## config.mk

```make
export PLATFORM = sky130hd
export DESIGN_NAME = fifo_rptr_lvl
export DESIGN_NICKNAME = d
export VERILOG_FILES = /design/src/rtl/fifo_pkg.sv /design/src/rtl/fifo_gray2bin.sv /design/src/rtl/fifo_rptr_lvl.sv
export SDC_FILE = /design/constraint.sdc
export NUM_CORES = 1
export LEC_CHECK = 0
export ABC_AREA = 1
export BUFFER_PORTS_ARGS = -buffer_cell sky130_fd_sc_hd__buf_2
export CAP_MARGIN = 30
export CORE_ASPECT_RATIO = 1.2
export CORE_UTILIZATION = 40
export CTS_CLUSTER_SIZE = 14
export DETAILED_ROUTE_END_ITERATION = 12
export PLACE_DENSITY = 0.6
export REMOVE_ABC_BUFFERS = 1
export SYNTH_ARGS = -nofsm -noshare
export SYNTH_HDL_FRONTEND = slang
export SYNTH_SLANG_ARGS = --single-unit
```

## constraint.sdc

```tcl
create_clock -name rclk -period 3.2 [get_ports rclk]
set_clock_uncertainty 0.05 [all_clocks]
set_input_delay 0.64 -clock rclk [delete_from_list [all_inputs] [get_ports rclk]]
set_output_delay 0.64 -clock rclk [all_outputs]
set_load 0.02 [all_outputs]
```

## src/rtl/fifo_pkg.sv

```systemverilog
// Shared definitions for the dual-clock FIFO: default geometry and gray-code helpers.
// The helpers work on a 32-bit container and take the active width as an argument.
package fifo_pkg;

  localparam int unsigned FIFO_ADRRSIZE = 3;
  localparam int unsigned DEPTH         = 1 << FIFO_ADRRSIZE;

  function automatic int unsigned fifo_depth(input int unsigned adrrsize);
    return 1 << adrrsize;
  endfunction

  function automatic logic [31:0] width_mask(input int unsigned w);
    return (w >= 32) ? '1 : ((32'd1 << w) - 32'd1);
  endfunction

  function automatic logic [31:0] bin2gray(input logic [31:0] b, input int unsigned w);
    logic [31:0] m;
    m = b & width_mask(w);
    return m ^ (m >> 1);
  endfunction

  // Each binary bit is the XOR of its gray bit and every gray bit above it.
  function automatic logic [31:0] gray2bin(input logic [31:0] g, input int unsigned w);
    logic [31:0] m;
    logic [31:0] b;
    m = g & width_mask(w);
    b = m;
    for (int unsigned s = 1; s < 32; s++) begin
      b = b ^ (m >> s);
    end
    return b;
  endfunction

endpackage

```

## src/rtl/fifo_gray2bin.sv

```systemverilog
// Combinational gray-to-binary decoder, shared by the read- and write-side level blocks.
module fifo_gray2bin
  import fifo_pkg::*;
#(
  parameter int unsigned WIDTH = 4
) (
  input  logic [WIDTH-1:0] gray,
  output logic [WIDTH-1:0] bin
);

  always_comb begin
    bin = WIDTH'(gray2bin(32'(gray), WIDTH));
  end

endmodule

```

## src/rtl/fifo_rptr_lvl.sv

```systemverilog
// Read-side pointer, empty/almost-empty flags, fill level and sticky underflow
// for the dual-clock FIFO; everything here lives in the rclk domain.
module fifo_rptr_lvl
  import fifo_pkg::*;
#(
  parameter int unsigned ADRRSIZE  = 3,
  parameter bit          EMPTY_REG = 1'b1,
  parameter int unsigned AE_RST    = 1
) (
  input  logic                rclk,
  input  logic                rrst_n,
  input  logic                rinc,
  input  logic [ADRRSIZE:0]   rq2_wptr,
  input  logic [ADRRSIZE:0]   rae_thresh,
  input  logic                rae_load,
  input  logic                rclr_err,
  output logic [ADRRSIZE-1:0] raddr,
  output logic [ADRRSIZE:0]   rptr_gray,
  output logic                rempty,
  output logic                ralmost_empty,
  output logic [ADRRSIZE:0]   rlevel,
  output logic                runderflow
);

  localparam int unsigned   PW       = ADRRSIZE + 1;
  localparam logic [PW-1:0] AE_RST_V = PW'(AE_RST);

  logic [PW-1:0] rptr_bin;
  logic [PW-1:0] rbin_nxt;
  logic [PW-1:0] rgray_nxt;
  logic [PW-1:0] wbin;
  logic [PW-1:0] lvl_nxt;
  logic [PW-1:0] ae_thresh;
  logic          rd_en;

  fifo_gray2bin #(
    .WIDTH (PW)
  ) u_wdec (
    .gray (rq2_wptr),
    .bin  (wbin)
  );

  always_comb begin
    rd_en     = rinc & ~rempty;
    rbin_nxt  = rptr_bin + PW'(rd_en);
    rgray_nxt = PW'(bin2gray(32'(rbin_nxt), PW));
    lvl_nxt   = wbin - rbin_nxt;
  end

  assign raddr = rptr_bin[ADRRSIZE-1:0];

  // Flags and level are computed from the next-state pointer so they line up
  // with the edge that moves the pointer.
  always_ff @(posedge rclk or negedge rrst_n) begin
    if (!rrst_n) begin
      rptr_bin      <= '0;
      rptr_gray     <= '0;
      rlevel        <= '0;
      ralmost_empty <= 1'b1;
      ae_thresh     <= AE_RST_V;
    end else begin
      rptr_bin      <= rbin_nxt;
      rptr_gray     <= rgray_nxt;
      rlevel        <= lvl_nxt;
      ralmost_empty <= (lvl_nxt <= ae_thresh);
      if (rae_load) begin
        ae_thresh <= rae_thresh;
      end
    end
  end

  // Set has priority over clear so an underflow in the clearing cycle is kept.
  always_ff @(posedge rclk or negedge rrst_n) begin
    if (!rrst_n) begin
      runderflow <= 1'b0;
    end else if (rinc && rempty) begin
      runderflow <= 1'b1;
    end else if (rclr_err) begin
      runderflow <= 1'b0;
    end
  end

  if (EMPTY_REG) begin : g_empty_reg
    always_ff @(posedge rclk or negedge rrst_n) begin
      if (!rrst_n) begin
        rempty <= 1'b1;
      end else begin
        rempty <= (rgray_nxt == rq2_wptr);
      end
    end
  end else begin : g_empty_comb
    assign rempty = (rptr_gray == rq2_wptr);
  end

endmodule

```

==> results of run 1 <==
state kept, by name, summed over array words and instances (netlist names):
signal / count
ralmost_empty: 1
ae_thresh: 4
runderflow: 1
rlevel: 4
rptr_gray: 3
rempty: 1
rptr_bin: 4
final cells by class:
class                   instances  area, µm²  share of cell area [%]
clock buffers                   4       36.3                    3.06
well taps                      31       38.8                    3.27
flip-flops and latches         18        454                    38.3
inverters                      20       75.1                    6.33
multi-input cells              72        444                    37.4
repair buffers                 27        138                    11.6
per-layer routing:
| metal | share of wire [%] | track usage [%] |
|---|---|---|
| met5 | 0 | 0 |
| met1 | 41 | 16.8 |
| met4 | 1.0 | 7.35 |
| met3 | 3.0 | 1.95 |
| met2 | 55 | 29.0 |
worst max-delay path by stage:
stage	startpoint	to	slack, ns
final	rinc	ralmost_empty	0.37
after global routing	rinc	ralmost_empty	0.23
after CTS	rempty	ralmost_empty	0.36
after detailed placement	rinc	ralmost_empty	0.08
after global placement	rinc	ralmost_empty	0.18
after floorplan	rinc	ralmost_empty	0.43
power breakdown:
| group | internal (µW) | leakage (µW) | switching, µW |
|---|---|---|---|
| clock | 69.2 | 0.0000210 | 65.6 |
| combinational | 297 | 0.000431 | 509 |
| sequential | 334 | 0.000212 | 39.8 |
| total | 700 | 0.000664 | 615 |
critical path, stage by stage:
cell and delay [ns]:
buf_2 0.09, inv_1 0.03, nor2_1 0.08, ha_1 0.20, ha_1 0.22, inv_1 0.07, nand2_1 0.09, nand2_1 0.12
ha_1 0.35, a21oi_1 0.21, nand3_1 0.09, nand2_1 0.08, inv_1 0.05, ha_1 0.28, nand2_1 0.07, o21ai_0 0.18
o21ai_0 0.12
cells by family (layout without fill, tap and decap cells):
family | Yosys count | after routing
buffers and inverters | 20 | 51
DFF | 18 | 18
AOI/OAI and AO/OA | 10 | 10
xor gates and xnor gates | 4 | 4
adders and majority gates | 10 | 10
and+or+nand+nor | 47 | 47
muxes | 1 | 1
through the flow:
stage	utilization, %	hold slack [ns]	power [µW]
after CTS	51.4	0.219	1330
after global placement	49.9	0.452	1150
final	51.4	0.214	1310
after global routing	51.4	0.231	1450
after floorplan	-	0.294	952
after detailed placement	49.9	0.461	1190
cell usage in the layout, fill, tap and decap left out, drive strengths merged:
| master | n |
|---|---|
| nand3 | 12 |
| nand3b | 1 |
| dfrtp | 15 |
| dfstp | 3 |
| nand2 | 31 |
| nor2 | 2 |
| clkbuf | 4 |
| xor2 | 2 |
| o21ai | 6 |
| buf | 27 |
| mux2 | 1 |
| nand4 | 1 |
| a21oi | 3 |
| fa | 1 |
| inv | 20 |
| xnor2 | 2 |
| o21bai | 1 |
| ha | 9 |
==> impl_metrics.toml, run 1 <==
[worst_setup_path]
crit_path_max_fanout = 4
startpoint_type = "input port"
end_kind = "register"
regToRegEndpoint = "ralmost_empty"
reg2reg_from = "rempty"
reg2reg_setup_slack_ns = 0.37
worstSetupPathType = "in -> reg"
worst_ep_required_time_ns = 3.35
cp.arrival_ns = 2.98
ff2ff_path_depth = 15

[finish]
nets = 165
stdcell_count = 172
antenna_cells = 0
area_delta_synth_final_pct = 21.9
fill_cells = 240
finish.instance_area_mm2 = 0.00119
drive_gt1_share_pct = 27.0

[die]
dieArea_mm2 = 0.00264
num_rows = 19
core_mm2 = 0.00231
io_pins = 27
die_x_um = 47.0
start_util_pct = 42.2
dieHeight_um = 56.0

[clocking]
cts_root_buf = "clkbuf_4"
cts_tree = "yes"
cts_htree_levels = 1
numCtsBuffers = 3
insertion_delay_ns = 0.28
cts_hold_buf = 0
clockBufferDepth = 2
cts_resized = 0
clk_pin_slew_ns = 0.10
post_cts_buffers = 0
clkSinkCount = 18

[placed_design]
placed_cell_area_mm2 = 0.00115
globalplace.congestion = 0.764
placed_cells = 168
place.port_buffers = 26
hpwl_mm = 1.53
place_worst_setup_slack_ns = 0.0813

[detailed_routing]
firstDrtPassIters = 4
routed_via_density = 4.57
wl_per_cell_um = 10.5
final_antenna_net_count = 0
drt_iter0_markers = 5
wl_mm = 1.81
num_vias = 786
drc = 0

[logic_synthesis]
synth.most_common_cell = "nand2_1"
synth_cell_types = 17
synthTopCellsByCount = "nand2_1, inv_1, dfrtp_1, nand3_1, ha_1"
synthArstFlopShare_pct = 100
synth_edf_count = 0
synth_ff_type = "dfrtp_1"
synth-simple-area-share_pct = 20.3
yosysWarnings = 0
synth_xor_xnor_area_share_pct = 5.14
synth_compound_area_share_pct = 5.40
synth_mux_area_share_pct = 1.16
yosysSeqAreaShare_pct = 46.7
synth.cell_area_um2 = 973
synth_top_area_share_pct = 38.6
synth_area_leaders = "dfrtp_1, nand2_1, ha_1, dfstp_2, inv_1"
synth_top_family_by_area = "simple AND/OR/NAND/NOR gates"
synthAdderAreaFrac_pct = 13.6
yosysTopAreaCell = "dfrtp_1"
ys_ff_latch = 18
syn_area_per_cell_um2 = 8.85
synth_cells = 110

[sta]
slew_viol_final = 0
setup_violations = 0
rsz0062_at_grt = "false"
relSlewSlack_pct = 74.1
worst_pin_slew_ns = 0.388
fin_setup_tns_ns = 0
hold_viol_final = 0
fmax_mhz = 354
setup_slack_ns = 0.373
finalCritPeriodShare_pct = 88.4
finalCriticalPeriod_ns = 2.83

[grt]
gr-total-overflow = 0
grtUsageTotal_pct = 15.9
grt_start_max_net_pins = 19
grt_pass1_wl_mm = 2.95
antenna_found_initial = 0
grt_pass1_vias = 747

[run]
max_cap_viol_count = 0

[min_path]
hold_path_class = "in -> async"

[outcome]
outcome = "complete, no violations"

[power_and_ir_drop]
peakVddDrop_uv = 440
leakage_uw = 0.000664
p_per_area_mw_per_mm2 = 1110
(Power assumes the default switching activity.)
==> run 2, diff against run 1 <==
--- a/config.mk
+++ b/config.mk
@@ -12,7 +12,7 @@
 export CORE_UTILIZATION = 40
 export CTS_CLUSTER_SIZE = 14
 export DETAILED_ROUTE_END_ITERATION = 12
-export PLACE_DENSITY = 0.6
+export PLACE_DENSITY_LB_ADDON = 0.3
 export REMOVE_ABC_BUFFERS = 1
 export SYNTH_ARGS = -nofsm -noshare
 export SYNTH_HDL_FRONTEND = slang
==> constraint.sdc (replaced) <==
create_clock -name rclk -period 3.2 [get_ports rclk]
set_clock_uncertainty 0.05 [all_clocks]
set_input_delay 0 -clock rclk [delete_from_list [all_inputs] [get_ports rclk]]
set_output_delay 0 -clock rclk [all_outputs]
set_load 0.02 [all_outputs]
==> impl_metrics.toml, run 2 (same netlist as run 1, synthesis figures left out) <==
[outcome]
outcome = "complete, no violations"

[sta]
whs_ns = 0.00593
fin_setup_tns_ns = 0
slew_viol_final = 0
worst_pin_slew_ns = 0.370
finalCriticalPeriod_ns = 2.90
relSlewSlack_pct = 75.3
fmax_mhz = 345
rsz0062_at_grt = "false"
setup_violations = 0
hold_viol_final = 0
finalCritPeriodShare_pct = 90.6

[finish]
nets = 179
reg_top3 = "ae_thresh: 4 flops, rlevel: 4 flops, rptr_bin: 4 flops"
area_delta_synth_final_pct = 36.8
final_common_cell = "nand2_1"
final_util_pct = 57.7
drive_gt1_share_pct = 24.5
final_cell_mix = "nand2_1, buf_2, inv_1"
antenna_cells = 0

[grt]
grtUsageTotal_pct = 18.8
grt_pass1_vias = 864
antenna_found_initial = 0
gr-total-overflow = 0
grt_pass1_wl_mm = 3.55
grt_start_max_net_pins = 19

[worst_setup_path]
end_kind = "register"
startpoint_type = "register"
cp.arrival_ns = 3.05
worst_ep_required_time_ns = 3.36
crit_path_max_fanout = 6
worstSetupPathType = "reg -> reg"

[power_and_ir_drop]
peakVddDrop_uv = 442
p_total_uw = 1330
leakage_uw = 0.000720
p_per_area_mw_per_mm2 = 997

[clocking]
clk_pin_slew_ns = 0.10
clockBufferDepth = 2
cts_tree = "yes"
cts_root_buf = "clkbuf_4"
clkSinkCount = 18
numCtsBuffers = 3
insertion_delay_ns = 0.28
cts_htree_levels = 1
post_cts_buffers = 0

[run]
max_cap_viol_count = 0

[placed_design]
hpwl_mm = 1.47
place.port_buffers = 26
globalplace.congestion = 0.823

[detailed_routing]
drt_iter0_markers = 10
wl_mm = 1.98
firstDrtPassIters = 4
drc = 0
final_antenna_net_count = 0
wl_per_cell_um = 10.6
routed_via_density = 4.48
num_vias = 834

[die]
start_util_pct = 42.2
num_rows = 19
dieArea_mm2 = 0.00264
die_x_um = 47.0
core_mm2 = 0.00231
io_pins = 27
dieHeight_um = 56.0

[min_path]
hold_path_class = "in -> reg"
-- run 2: power by group --
part | total (µW) | internal (µW) | switching, µW
Clock | 132 | 69.1 | 62.7
Combinational | 822 | 311 | 511
Sequential | 373 | 334 | 39.3
-- run 2: final timing paths --
kind	startpoint	endpoint	slack, ns	cells after the start
max	rempty	ralmost_empty	0.30	15
min	rq2_wptr[1]	rempty	0.006	5
max reg2reg	rempty	ralmost_empty	0.30	15
min reg2reg	rptr_bin[0]	rptr_bin[0]	0.58	1
max in group asynchronous	rrst_n	ae_thresh[0]	2.69	2
min in group asynchronous	rrst_n	rptr_gray[1]	0.10	2
-- run 2: through the flow --
step | instances | area, µm² | worst slack, ns
after floorplan | 110 | 973 | 0.498
after global placement | 167 | 1140 | 0.394
after detailed placement | 167 | 1140 | 0.258
after CTS | 186 | 1330 | 0.241
after global routing | 186 | 1330 | 0.0413
final | 186 | 1330 | 0.301
-- run 2: area by class of cell --
cell class / count / area, µm²
flip-flops and latches: 18 / 454
well taps: 31 / 38.8
clock buffers: 4 / 36.3
fillers: 217 / 975
repair buffers: 41 / 280
multi-input cells: 72 / 447
inverters: 20 / 75.1
-- run 2: critical path: stages (launching register included) --
cell	delay (ns)
dfstp_2	0.55
nor2_1	0.05
ha_1	0.21
ha_2	0.43
inv_1	0.11
ha_1	0.29
inv_1	0.06
o21bai_1	0.06
a21oi_1	0.16
nand3_1	0.09
nand2_1	0.07
inv_1	0.05
ha_1	0.28
nand2_1	0.07
o21ai_0	0.19
o21ai_0	0.12
-- run 2: timing repair --
item,4_1_cts,5_1_grt
gates resized for setup,0,1
endpoints found under the setup margin,0,1
endpoints found under the hold margin,24,0
hold buffers,15,0
-- run 2: routing by layer --
layer / wire, µm / GRT usage (%) / part of all wire (%) / vias to the layer above
met5: 0 / 0 / 0 / -
met4: 51 / 9.80 / 2.6 / 0
met3: 43 / 2.92 / 2.2 / 6
met2: 1070 / 31.2 / 54 / 15
met1: 807 / 22.2 / 41 / 378
li1: - / - / - / 435
==> run 3, diff against run 2 <==
--- a/config.mk
+++ b/config.mk
@@ -8,12 +8,16 @@
 export ABC_AREA = 1
 export BUFFER_PORTS_ARGS = -buffer_cell sky130_fd_sc_hd__buf_2
 export CAP_MARGIN = 30
+export CELL_PAD_IN_SITES_DETAIL_PLACEMENT = 0
+export CELL_PAD_IN_SITES_GLOBAL_PLACEMENT = 2
 export CORE_ASPECT_RATIO = 1.2
-export CORE_UTILIZATION = 40
+export CORE_MARGIN = 1.5
+export CORE_UTILIZATION = 29
 export CTS_CLUSTER_SIZE = 14
 export DETAILED_ROUTE_END_ITERATION = 12
 export PLACE_DENSITY_LB_ADDON = 0.3
 export REMOVE_ABC_BUFFERS = 1
+export SKIP_CTS_REPAIR_TIMING = 1
 export SYNTH_ARGS = -nofsm -noshare
 export SYNTH_HDL_FRONTEND = slang
 export SYNTH_SLANG_ARGS = --single-unit
==> impl_metrics.toml, run 3 (same netlist as run 1, synthesis figures left out) <==
[worst_setup_path]
startpoint_type = "register"
path_delay_family = "adder cells"
critPathSlowestCell = "dfstp_2"
ff2ff_path_depth = 14
crit_buf_inv = 1
crit_path_max_fanout = 4
reg2reg_from = "rempty"
max_stage_delay_ns = 0.55
worst_ep_required_time_ns = 3.37
end_kind = "register"
cp.arrival_ns = 2.86
reg2reg_setup_slack_ns = 0.51
regToRegEndpoint = "ralmost_empty"
worstSetupPathType = "reg -> reg"
crit_chain = "nor2_1 > ha_1 > ha_1 > nand2_1 > nand2_1 > ha_1 > a21oi_1 > nand3_1 > nand2_1 > inv_1 > ha_1 > nand2_1 > o21ai_0 > o21ai_0"
crit_start = "rempty"

[power_and_ir_drop]
p_int_uw = 722
swShare_pct = 45.7
peakVddDrop_uv = 424
p_sw_uw = 608
p_clk_share_pct = 10.8
leakage_uw = 0.000733
pwr-share-seq_pct = 28.2
p_per_area_mw_per_mm2 = 984
p_total_uw = 1330
pwr-share-comb_pct = 61.0

[sta]
fmax_mhz = 372
fin_setup_tns_ns = 0
setup_violations = 0
rsz0062_at_grt = "false"
relSlewSlack_pct = 72.6
worst_pin_slew_ns = 0.411
slew_viol_final = 0
finalCritPeriodShare_pct = 84.1
hold_viol_final = 0
finalCriticalPeriod_ns = 2.69

[die]
io_pins = 27
die_x_um = 55.9
start_util_pct = 31.0
dieArea_mm2 = 0.00371
core_mm2 = 0.00314
num_rows = 22
dieHeight_um = 66.5

[outcome]
outcome = "complete, no violations"

[placed_design]
hpwl_mm = 1.61
globalplace.congestion = 0.754
place.port_buffers = 26

[min_path]
holdCritStartpoint = "rq2_wptr[3]"
whs_endpoint = "rlevel[3]"
hold_path_class = "in -> reg"
hold_depth = 5

[detailed_routing]
num_vias = 858
routed_via_density = 4.45
wl_mm = 2.05
firstDrtPassIters = 3
drt_iter0_markers = 15
wl_per_cell_um = 10.6
final_antenna_net_count = 0
drc = 0

[clocking]
insertion_delay_ns = 0.30
clk_pin_slew_ns = 0.10
clockBufferDepth = 2
clkSinkCount = 18
cts_tree = "yes"
numCtsBuffers = 3
cts_htree_levels = 1
cts_root_buf = "clkbuf_4"

[finish]
final_common_cell = "nand2_1"
area_delta_synth_final_pct = 38.9
drive_gt1_share_pct = 24.2
antenna_cells = 0
seq_area_um2 = 454
fill_cells = 348
nets = 181
final_cell_mix = "nand2_1, buf_2, inv_1"
reg_top3 = "ae_thresh: 4 flops, rlevel: 4 flops, rptr_bin: 4 flops"
multi_input_area_um2 = 444
final_util_pct = 43.1

[grt]
grtUsageTotal_pct = 11.9
grt_start_max_net_pins = 19
grt_pass1_vias = 765
grt_pass1_wl_mm = 3.34
gr-total-overflow = 0
antenna_found_initial = 0

[run]
max_cap_viol_count = 0
## run 3: cell count changes in the layout (fill, tap and decap cells not counted)
cell           previous run  this run
ha_2                      1         0
ha_1                      8         9
buf_4                     0         1
dlygate4sd3_1            15        16
## run 3: worst max path at each step
stage,end,slack (ns),depth (start not counted)
after floorplan,ralmost_empty,0.50,15
after global placement,ralmost_empty,0.56,14
after detailed placement,ralmost_empty,0.50,15
after CTS,ralmost_empty,0.48,14
after global routing,ralmost_empty,0.25,15
final,ralmost_empty,0.51,14
## run 3: stage by stage
stage	instances	worst slack, ns	area (µm²)	hold WS [ns]
6_report	193	0.509	1350	0.0643
5_1_grt	193	0.245	1350	0.0792
3_3_place_gp	173	0.563	1160	-0.0913
2_1_floorplan	110	0.498	973	-0.346
4_1_cts	177	0.480	1190	-0.428
3_5_place_dp	173	0.505	1160	-0.0896
## run 3: layer usage
| metal | up-vias | track usage [%] | wire length (µm) |
|---|---|---|---|
| li1 | 442 | - | - |
| met1 | 395 | 13.9 | 886 |
| met2 | 17 | 20.7 | 1040 |
| met4 | 0 | 5.36 | 32 |
| met3 | 4 | 2.91 | 94 |
| met5 | - | 0 | 0 |
## run 3: worst min-delay path, cell delays in order
cell	delay, ns
buf_2	0.12
nand2_1	0.07
nand3_1	0.08
nand2_1	0.05
inv_1	0.06
## run 3: power groups by stage
stage	clock, µW	sequential, µW	combinational [µW]
6_report	144	375	812
4_1_cts	149	376	806
3_5_place_dp	0	381	803
2_1_floorplan	0	491	462
3_3_place_gp	0	378	794
5_1_grt	164	389	953
## run 3: final cells by class
cell class                 instances  area share, %
multi-input combinational         72           32.8
timing repair buffer              43           22.0
tap                               36           3.33
inverter                          20           5.55
clock buffer                       4           2.68
sequential                        18           33.6
